**config.mk**
```make
export PLATFORM = sky130hd
export DESIGN_NAME = lbg_codebook_bist
export DESIGN_NICKNAME = d
export VERILOG_FILES = /design/src/rtl/lbg_codebook_bist.sv
export SDC_FILE = /design/constraint.sdc
export NUM_CORES = 1
export LEC_CHECK = 0
export ABC_AREA = 1
export CAP_MARGIN = 30
export CORE_UTILIZATION = 50
export DETAILED_ROUTE_END_ITERATION = 7
export DONT_BUFFER_PORTS = 1
export PLACE_DENSITY = 0.62
export SKIP_LAST_GASP = 1
export SLEW_MARGIN = 20
export SYNTH_ARGS = -nofsm -noshare
export SYNTH_HDL_FRONTEND = slang
export SYNTH_SLANG_ARGS = --single-unit
```
**constraint.sdc**
```tcl
create_clock -name wr_clk -period 3.1 [get_ports wr_clk]
set_input_delay 0.62 -clock wr_clk [delete_from_list [all_inputs] [get_ports wr_clk]]
set_output_delay 0.62 -clock wr_clk [all_outputs]
set_load 0.005 [all_outputs]
```
**src/rtl/lbg_codebook_bist.sv**
```systemverilog
// Built-in self test engine for one VQ/LBG codebook SDPRAM.
// Fills the RAM with a pattern, reads it back and compares, or checksums it.
module lbg_codebook_bist #(
  parameter int ADDR_WIDTH    = 8,
  parameter int DATA_WIDTH    = 14,
  parameter int RD_LATENCY    = 1,
  parameter int ERR_CNT_WIDTH = 3
) (
  input  logic                             wr_clk,
  input  logic                             tb_wr_rst,
  input  logic                             start,
  input  logic [1:0]                       mode,
  output logic                             busy,
  output logic                             done,
  output logic                             pass,
  output logic                             ram_wr_en,
  output logic [ADDR_WIDTH-1:0]            ram_wr_addr,
  output logic [DATA_WIDTH-1:0]            ram_wr_data,
  output logic [ADDR_WIDTH-1:0]            ram_rd_addr,
  input  logic [DATA_WIDTH-1:0]            ram_rd_data,
  output logic [ERR_CNT_WIDTH-1:0]         err_cnt,
  output logic [ADDR_WIDTH-1:0]            first_err_addr,
  output logic [DATA_WIDTH+ADDR_WIDTH-1:0] checksum
);

  localparam int CW = DATA_WIDTH + ADDR_WIDTH;

  typedef enum logic [2:0] {
    IDLE, WRITE, GAP, READ, DRAIN, DONE
  } state_e;

  state_e state_q, state_d;

  logic [1:0]               mode_q;
  logic [ADDR_WIDTH-1:0]    wr_addr_q, wr_addr_d;
  logic [DATA_WIDTH-1:0]    wr_data_q, wr_data_d;
  logic [ADDR_WIDTH-1:0]    rd_addr_q, rd_addr_d;
  logic [1:0]               dcnt_q, dcnt_d;
  logic [ERR_CNT_WIDTH-1:0] err_q, err_d;
  logic [ADDR_WIDTH-1:0]    first_q, first_d;
  logic [CW-1:0]            csum_q, csum_d;
  logic                     pass_q, pass_d;

  logic [RD_LATENCY-1:0]                 vld_q, vld_d;
  logic [RD_LATENCY-1:0][ADDR_WIDTH-1:0] pa_q, pa_d;

  logic                  wr_last, rd_last, lat_end;
  logic                  rd_ok, mism;
  logic [ADDR_WIDTH-1:0] rd_pa;
  logic [DATA_WIDTH-1:0] exp_w;

  // desc=1: all-ones minus address, desc=0: address itself
  function automatic logic [DATA_WIDTH-1:0] pattern(
    input logic                  desc,
    input logic [ADDR_WIDTH-1:0] a
  );
    if (desc) return {DATA_WIDTH{1'b1}} - DATA_WIDTH'(a);
    return DATA_WIDTH'(a);
  endfunction

  assign wr_last = (wr_addr_q == {ADDR_WIDTH{1'b1}});
  assign rd_last = (rd_addr_q == {ADDR_WIDTH{1'b1}});
  assign lat_end = (dcnt_q == 2'(RD_LATENCY - 1));

  // Alignment pipeline: slot RD_LATENCY-1 matches ram_rd_data
  generate
    if (RD_LATENCY > 1) begin : g_pipe
      assign vld_d = {vld_q[RD_LATENCY-2:0], state_q == READ};
      assign pa_d  = {pa_q[RD_LATENCY-2:0], rd_addr_q};
    end else begin : g_pipe1
      assign vld_d = state_q == READ;
      assign pa_d  = rd_addr_q;
    end
  endgenerate

  assign rd_ok = vld_q[RD_LATENCY-1];
  assign rd_pa = pa_q[RD_LATENCY-1];
  assign exp_w = pattern(~mode_q[0], rd_pa);
  assign mism  = rd_ok && !mode_q[1] && (ram_rd_data != exp_w);

  always_comb begin
    state_d   = state_q;
    wr_addr_d = wr_addr_q;
    wr_data_d = wr_data_q;
    rd_addr_d = rd_addr_q;
    dcnt_d    = dcnt_q;
    err_d     = err_q;
    first_d   = first_q;
    csum_d    = csum_q;
    pass_d    = pass_q;

    if (rd_ok) begin
      csum_d = csum_q + CW'(ram_rd_data);
    end
    if (mism) begin
      if (err_q != {ERR_CNT_WIDTH{1'b1}}) begin
        err_d = err_q + ERR_CNT_WIDTH'(1);
      end
      if (err_q == '0) begin
        first_d = rd_pa;
      end
    end

    unique case (state_q)
      IDLE: begin
        if (start) begin
          err_d   = '0;
          first_d = '0;
          csum_d  = '0;
          pass_d  = 1'b0;
          if (mode[1]) begin
            state_d   = READ;
            rd_addr_d = '0;
          end else begin
            state_d   = WRITE;
            wr_addr_d = '0;
            wr_data_d = pattern(~mode[0], '0);
          end
        end
      end
      WRITE: begin
        if (wr_last) begin
          state_d = GAP;
        end else begin
          wr_addr_d = wr_addr_q + ADDR_WIDTH'(1);
          wr_data_d = pattern(~mode_q[0],
                              wr_addr_q + ADDR_WIDTH'(1));
        end
      end
      GAP: begin
        state_d   = READ;
        rd_addr_d = '0;
      end
      READ: begin
        if (rd_last) begin
          state_d = DRAIN;
          dcnt_d  = '0;
        end else begin
          rd_addr_d = rd_addr_q + ADDR_WIDTH'(1);
        end
      end
      DRAIN: begin
        if (lat_end) begin
          state_d = DONE;
          pass_d  = mode_q[1] || (err_d == '0);
        end else begin
          dcnt_d = dcnt_q + 2'd1;
        end
      end
      DONE:    state_d = IDLE;
      default: state_d = IDLE;
    endcase
  end

  always_ff @(posedge wr_clk or posedge tb_wr_rst) begin
    if (tb_wr_rst) begin
      state_q   <= IDLE;
      mode_q    <= '0;
      wr_addr_q <= '0;
      wr_data_q <= '0;
      rd_addr_q <= '0;
      dcnt_q    <= '0;
      err_q     <= '0;
      first_q   <= '0;
      csum_q    <= '0;
      pass_q    <= 1'b0;
      vld_q     <= '0;
      pa_q      <= '0;
    end else begin
      state_q   <= state_d;
      if (state_q == IDLE && start) begin
        mode_q <= mode;
      end
      wr_addr_q <= wr_addr_d;
      wr_data_q <= wr_data_d;
      rd_addr_q <= rd_addr_d;
      dcnt_q    <= dcnt_d;
      err_q     <= err_d;
      first_q   <= first_d;
      csum_q    <= csum_d;
      pass_q    <= pass_d;
      vld_q     <= vld_d;
      pa_q      <= pa_d;
    end
  end

  assign busy           = (state_q == WRITE) || (state_q == GAP) ||
                          (state_q == READ)  || (state_q == DRAIN);
  assign done           = (state_q == DONE);
  assign pass           = pass_q;
  assign ram_wr_en      = (state_q == WRITE);
  assign ram_wr_addr    = wr_addr_q;
  assign ram_wr_data    = wr_data_q;
  assign ram_rd_addr    = rd_addr_q;
  assign err_cnt        = err_q;
  assign first_err_addr = first_q;
  assign checksum       = csum_q;

endmodule

```
[Yosys cells after proc, flatten, opt, wreduce, memory -nomap -nowiden]
Cells that the tools add are included.
Word-level totals
  word-level logic and storage cells: 105
  output and inout bits: 67
  flip-flop bits (word level): 80
  input port bits: 19
Cells by class
  equality and inequality tests: 18
  add/sub/neg operators: 7
  multiplexer cells: 47
  reductions and logical operators: 21
Operators with widths (count)
  2-to-1 mux 14 bit: 8
  2-to-1 mux 8 bit: 10
  2-to-1 mux 22 bit: 3
  one-hot mux 14 bit (2 select lines): 1
  2-to-1 mux 3 bit: 8
  one-hot mux 8 bit (3 select lines): 1
  adder 22 x 14 -> 22 bit: 1
  subtractor 1 x 9 -> 10 bit, first input constant: 2
  adder 8 x 1 -> 8 bit, second input constant: 2
  == test 8 bit, second input constant: 2
  one-hot mux 8 bit (2 select lines): 1
  one-hot mux 3 bit (5 select lines): 1
  inequality test 14 bit: 1
  inequality test 2 bit, second input constant: 7
  AND reduction 4 bit: 3
  logical NOT 3 bit: 3
  2-to-1 mux 1 bit: 9
  == test 3 x 2 -> 1 bit, second input constant: 2
  == test 3 bit, second input constant: 2
  2-to-1 mux 2 bit: 3
  AND reduction 3 bit: 2
  nonzero test 2 bit: 3
  logical OR 1 bit: 4
  inequality test 2 x 1 -> 1 bit, second input constant: 2
  10 further kinds: 12

[Logic depth before layout (Yosys ltp)]
Gate-level depths: netlist (run 1).
  depth in word-level cells: 9
  depth in mapped cells: 14

[Least setup slack after synthesis (run 1)]
OpenSTA, ideal clock, no wires.
  kind: input port to flip-flop
  start: input ram_rd_data[0]
  end: register csum_q[10] (netlist: checksum[10])
  setup slack: 794 ps
  arrival: 2193 ps
  setup time: 113 ps
  stages: 13
  path through: ha_1 inv_1 fa_1 inv_1 nand2_1 o21ai_2 a21oi_1 o21ai_0 nand2_1 nand3_1 nand3_1 nand2_1 inv_1
Between the ends
  word-level cells in the longest chain between the ends: 4
Ends and longest elaborated chain
  start: declaration: RTL line 20  | input logic [DATA_WIDTH-1:0] ram_rd_data,
  adder 22 x 14 -> 22 bit (*): RTL line 93  | csum_d = csum_q + CW'(ram_rd_data);
  2-to-1 mux 22 bit (*): RTL line 92  | if (rd_ok) begin
  2-to-1 mux 22 bit: RTL line 106  | if (start) begin
  2-to-1 mux 22 bit (*): RTL line 104  | unique case (state_q)
  named net csum_d[10]: RTL line 41  | logic [CW-1:0] csum_q, csum_d;
  end signal: assignment: RTL line 180  | csum_q <= csum_d;
  end: declaration: RTL line 41
Mark *: on every way through the listed nets, which the timed path passes. The rest lies on a longest branch.
A chain may end at the register's enable or synchronous reset.

[Final worst setup path (run 1)]
  start: register csum_q[0] (netlist: checksum[0])
  end: register csum_q[12] (netlist: checksum[12])
Between the ends
  word-level cells in the longest chain between the ends: 4
Ends and longest elaborated chain (RTL line)
  adder 22 x 14 -> 22 bit (*): 93
  2-to-1 mux 22 bit (*): 92
  2-to-1 mux 22 bit: 106
  2-to-1 mux 22 bit (*): 104
  named net csum_d[12]: 41
Marks and branches as above.

==> impl_metrics.ini, run 1 <==
[setup_path]
cp-end-kind = flop
setup.worst_path.start_class = flop
critical_path_class = reg -> reg
reg2reg_from = checksum[0]
cp_max_fo = 4
critical_path.startpoint = checksum[0]
required_ps = 3370
cp.arrival_ps = 2630

[finish]
drive_above_1_share_pct = 9.52
areaGrowthSynthToFinish_pct = 5.70
diodes = 0
nNetsFinal = 664
fin_cells = 741

[clock_network]
htreeDepth = 3
cts_tree = yes
cts_hold_buf = 0
insertion_delay_ps = 370
clock_tree.root_cell = clkbuf_8
cts_resized = 0
cts_sinks = 75
clockBufferDepth = 2
cts_setup_buffers = 0
path_clk_slew_ps = 90
numCtsBuffers = 9

[placed_design]
placed_cells = 725
io_buffers = 0
place_congestion = 0.857
hpwl_um = 8200

[synthesis]
synth.most_common_cell = nand2_1
synthCells = 627
ys_warn_count = 0
synth_edf_count = 0
syn_area_um2 = 4700
synth-main-ff-cell = dfrtp_1
synthTopCellsByArea = dfrtp_1 40%, nand2_1 12%, inv_1 7.9%, ha_1 5.1%, a21oi_1 5.0%
synthDominantCellAreaShare_pct = 39.9
syn_area_per_cell_um2 = 7.50
seq_area_frac_synth_pct = 39.9
synth-async-reset-ratio_pct = 100
ys_top_cells_by_count = 148 x nand2_1, 99 x inv_1, 75 x dfrtp_1
synth_top_cell_by_area = dfrtp_1
ys_types = 46
ys_ff_latch = 75
syn_nets = 666

[global_routing]
grt_pass1_wl_um = 18000
grt_pass1_vias = 3793
grt_overflow_total = 0
grt_max_degree = 47
antenna_found_initial = 0
grt_usage_pct = 23.5

[floorplan]
start_util_pct = 51.3
std_cell_rows = 35
core_area_um2 = 9150
ioPinCount = 86
dieArea_um2 = 9790
die_h_um = 99.0
die_w_um = 99.0

[routing]
viasPerCell = 5.38
drt-total-wl_um = 10800
ant_nets = 0
vias = 3983
drc = 0
drt-wirelength-per-cell_um = 14.6
drt-initial-drc-count = 130
first_pass_iters = 4

[run_status]
outcome = finished, final reports clean

[timing]
timing.fmax_ghz = 0.424
period_share_pct = 76.2
period_needed_ps = 2360
holdWs_ps = 223
setup_viol = 0
hold_viol_final = 0
fin_skew_ps = 14.9
tightest_slew_ps = 673
rsz0062_at_grt = false
relSlewSlack_pct = 55.1
slew_violations = 0
setup_tns_ps = 0

[pwr]
peakVddDrop_v = 0.000432
power_density_nw_per_um2 = 920
power.total_w = 0.00457
power.leakage_nw = 2.46

[hold_path]
worstHoldPathType = in -> async

[flow_run]
drv_cap = 0
-- worst paths after layout --
| kind | endpoint | slack, ps | cells after the start |
|---|---|---|---|
| max reg2reg | checksum[12] | 740 | 13 |
| min | ram_wr_data[1] | 220 | 1 |
| min in group wr_clk | mode_q[0] | 370 | 2 |
| max in group asynchronous | checksum[6] | 2190 | 2 |
| min reg2reg | pa_q[5] | 440 | 0 |
| max | checksum[12] | 740 | 13 |
-- per-layer routing --
metal  wire, um  track usage, %  vias to the layer above  part of all wire [%]
met2       5120            38.5                       89                    47
met1       4810            28.8                     1857                    44
li1           -               -                     2019                     -
met3        584            6.45                       18                   5.4
met5          0               0                        -                     0
met4        301            10.8                        0                   2.8
-- placed cells by master, fill, tap and decap left out, types with 4 or more instances in the layout --
cell type / n
nand2_4: 4
o21a_1: 4
nand3_1: 37
or2_2: 7
inv_2: 7
inv_1: 98
o21ai_0: 37
dfrtp_1: 75
nand2_1: 148
o211ai_1: 7
o22ai_1: 10
a21oi_1: 47
nand4_1: 6
nor2_1: 51
ha_1: 19
clkbuf_8: 10
o21ai_2: 4
nor3_1: 11
nor2_4: 4
-- state kept, by name, indices dropped and copies added (netlist names) --
signal and count:
dcnt_q 2, checksum 22, first_err_addr 8, ram_wr_addr 8, mode_q 2, ram_rd_addr 8, err_cnt 3, state_q 3
ram_wr_data 9, rd_ok 1, pass 1, pa_q 8
-- power breakdown --
part	total (W)	switching [W]	internal (W)	leakage (nW)
logic	0.00207	0.00133	0.000737	1.39
registers	0.00170	0.000390	0.00131	0.975
clock network	0.000804	0.000405	0.000399	0.0955
total	0.00457	0.00213	0.00244	2.46
-- critical path, stage by stage (launching register included) --
cell	delay [ps]
dfrtp_1	380
ha_1	220
inv_1	90
fa_1	360
inv_1	80
nand2_1	70
o21ai_2	150
a21oi_1	140
o21ai_0	360
nand2_1	130
nand3_1	90
nand3_1	80
nand2_1	70
inv_1	30
-- stage by stage --
| step | area (um^2) | util [%] | worst slack, ps |
|---|---|---|---|
| 6_report | 4970 | 54.3 | 739 |
| 4_1_cts | 4970 | 54.3 | 756 |
| 2_1_floorplan | 4700 | - | 570 |
| 3_3_place_gp | 4760 | 52.0 | 544 |
| 5_1_grt | 4970 | 54.3 | 509 |
| 3_5_place_dp | 4760 | 52.0 | 539 |
-- cell families (layout without fill, tap and decap cells) --
kind of cell             Yosys count  after routing  synth area share, %
XOR/XNOR                           5              5                0.932
adder cells (fa/ha/maj)           20             20                 5.48
flip-flops                        75             75                 39.9
multiplexers                       1              1                0.213
AO/OA/AOI/OAI                    122            122                 15.1
buffers and inverters            121            124                 10.8
AND/OR/NAND/NOR                  283            283                 27.5
-- area by class of cell --
type | instances | area, um^2
fill | 888 | 4190
multi-input combinational | 431 | 2320
sequential | 75 | 1880
inverter | 106 | 400
tap | 111 | 139
clock buffer | 10 | 138
clock inverter | 6 | 70.1
timing repair buffer | 2 | 27.5
Note: power is estimated with default switching activity, not from simulation.
==> run 2, diff against run 1 <==
==> constraint.sdc (replaced) <==
create_clock -name wr_clk -period 2.41 [get_ports wr_clk]
set_input_delay 0.482 -clock wr_clk [delete_from_list [all_inputs] [get_ports wr_clk]]
set_output_delay 0.482 -clock wr_clk [all_outputs]
set_load 0.005 [all_outputs]
==> impl_metrics.ini, run 2 (synthesis results as in run 1) <==
[floorplan]
core_area_um2 = 9150
std_cell_rows = 35
start_util_pct = 51.3
die_w_um = 99.0
ioPinCount = 86
die_h_um = 99.0
dieArea_um2 = 9790

[finish]
n_fill_cell = 852
layout_commonest_cell = nand2_1
final_cell_mix = 148 x nand2_1, 98 x inv_1, 75 x dfrtp_1
diodes = 0
areaGrowthSynthToFinish_pct = 7.48
largest_reg_flops = 22
regArea_um2 = 1880
nNetsFinal = 671
utilization_pct = 55.2
drive_above_1_share_pct = 10.8
multi_input_area_um2 = 2320

[routing]
vias = 3938
drt-total-wl_um = 10700
first_pass_iters = 4
drt-wirelength-per-cell_um = 14.3
ant_nets = 0
drc = 0
viasPerCell = 5.26
drt-initial-drc-count = 124

[pwr]
peakVddDrop_v = 0.000608
power.leakage_nw = 2.52
p_seq_share_pct = 36.0
p_int_w = 0.00333
switchingPower_w = 0.00275
switching_share_pct = 45.2
power_density_nw_per_um2 = 1200
comb_power_share_pct = 45.3
power_frac_clock_pct = 18.7

[global_routing]
grt_pass1_vias = 3891
grt_max_degree = 76
grt_pass1_wl_um = 18300
grt_usage_pct = 23.7
grt_overflow_total = 0
antenna_found_initial = 0

[clock_network]
cts_hold_buf = 0
path_clk_slew_ps = 90
numCtsBuffers = 9
cts_tree = yes
clock_tree.root_cell = clkbuf_8
cts_sinks = 75
insertion_delay_ps = 350
htreeDepth = 3
clockBufferDepth = 2

[timing]
period_needed_ps = 2230
setup_viol = 0
timing.fmax_ghz = 0.448
hold_viol_final = 0
tightest_slew_ps = 430
finalWorstSetupSlack_ps = 177
holdWs_ps = 93.0
slew_violations = 0
setup_tns_ps = 0
relSlewSlack_pct = 71.3
fin_skew_ps = 8.08
period_share_pct = 92.7

[setup_path]
required_ps = 2690
critical_path_class = reg -> reg
setup.worst_path.start_class = flop
r2r_slack_ps = 180
reg2reg_to = checksum[14]
cp_max_fo = 4
cp.arrival_ps = 2520
reg2reg_from = checksum[0]
cp-end-kind = flop
reg2regPathDepth = 12

[placed_design]
hpwl_um = 7910
place_congestion = 0.846
pre_cts_ws_ps = 65.8
io_buffers = 0

[flow_run]
drv_cap = 0

[run_status]
outcome = finished, final reports clean

[hold_path]
worstHoldPathType = in -> async
run 2: worst max-delay path by stage:
stage	startpoint	endpoint	slack, ps	cells after the start
after detailed placement	ram_rd_data[0]	checksum[20]	70	12
final	checksum[0]	checksum[14]	180	12
after global placement	ram_rd_data[0]	checksum[12]	120	14
after global routing	checksum[0]	checksum[20]	-6	12
after floorplan	tb_wr_rst	checksum[0]	20	1
after CTS	checksum[0]	checksum[20]	140	12
run 2: final cells by class:
cell class,instances,area share (%)
Clock inverter,6,1.88
Sequential cell,75,37.2
Tap cell,111,2.75
Multi-Input combinational cell,431,46.0
Timing Repair Buffer,9,1.59
Inverter,106,7.93
Clock buffer,10,2.72
run 2: critical path, stage by stage, from the launching register on:
cell	delay, ps
dfrtp_1	390
ha_2	220
inv_1	80
fa_1	350
inv_1	70
nand2_1	70
o21ai_2	150
a21oi_1	140
o21ai_2	280
buf_4	170
buf_4	90
a21oi_1	50
nor2_1	100
run 2: per-layer routing:
layer,share of wire [%],track usage [%],vias up
li1,-,-,2036
met1,46,29.0,1815
met2,47,40.3,73
met3,5.2,5.46,14
met4,1.6,9.53,0
met5,0,0,-
run 2: timing repair:
| item | 4_1_cts | 5_1_grt |
|---|---|---|
| resized for setup | 0 | 3 |
| setup buffers | 0 | 4 |
| endpoints found under the setup margin | 0 | 4 |
run 2: through the flow:
stage          total power [W]  cells  cell area, um^2
2_1_floorplan          0.00436    627             4700
3_3_place_gp           0.00484    728             4780
3_5_place_dp           0.00490    728             4780
4_1_cts                0.00606    744             5010
5_1_grt                0.00667    748             5050
6_report               0.00608    748             5050
run 2: power by group through the flow:
| stage | Sequential, W | Clock [W] | Combinational [W] |
|---|---|---|---|
| after floorplan | 0.00204 | 0 | 0.00232 |
| after global placement | 0.00221 | 0 | 0.00263 |
| after detailed placement | 0.00222 | 0 | 0.00268 |
| after CTS | 0.00220 | 0.00117 | 0.00269 |
| after global routing | 0.00226 | 0.00122 | 0.00320 |
| final | 0.00219 | 0.00114 | 0.00275 |
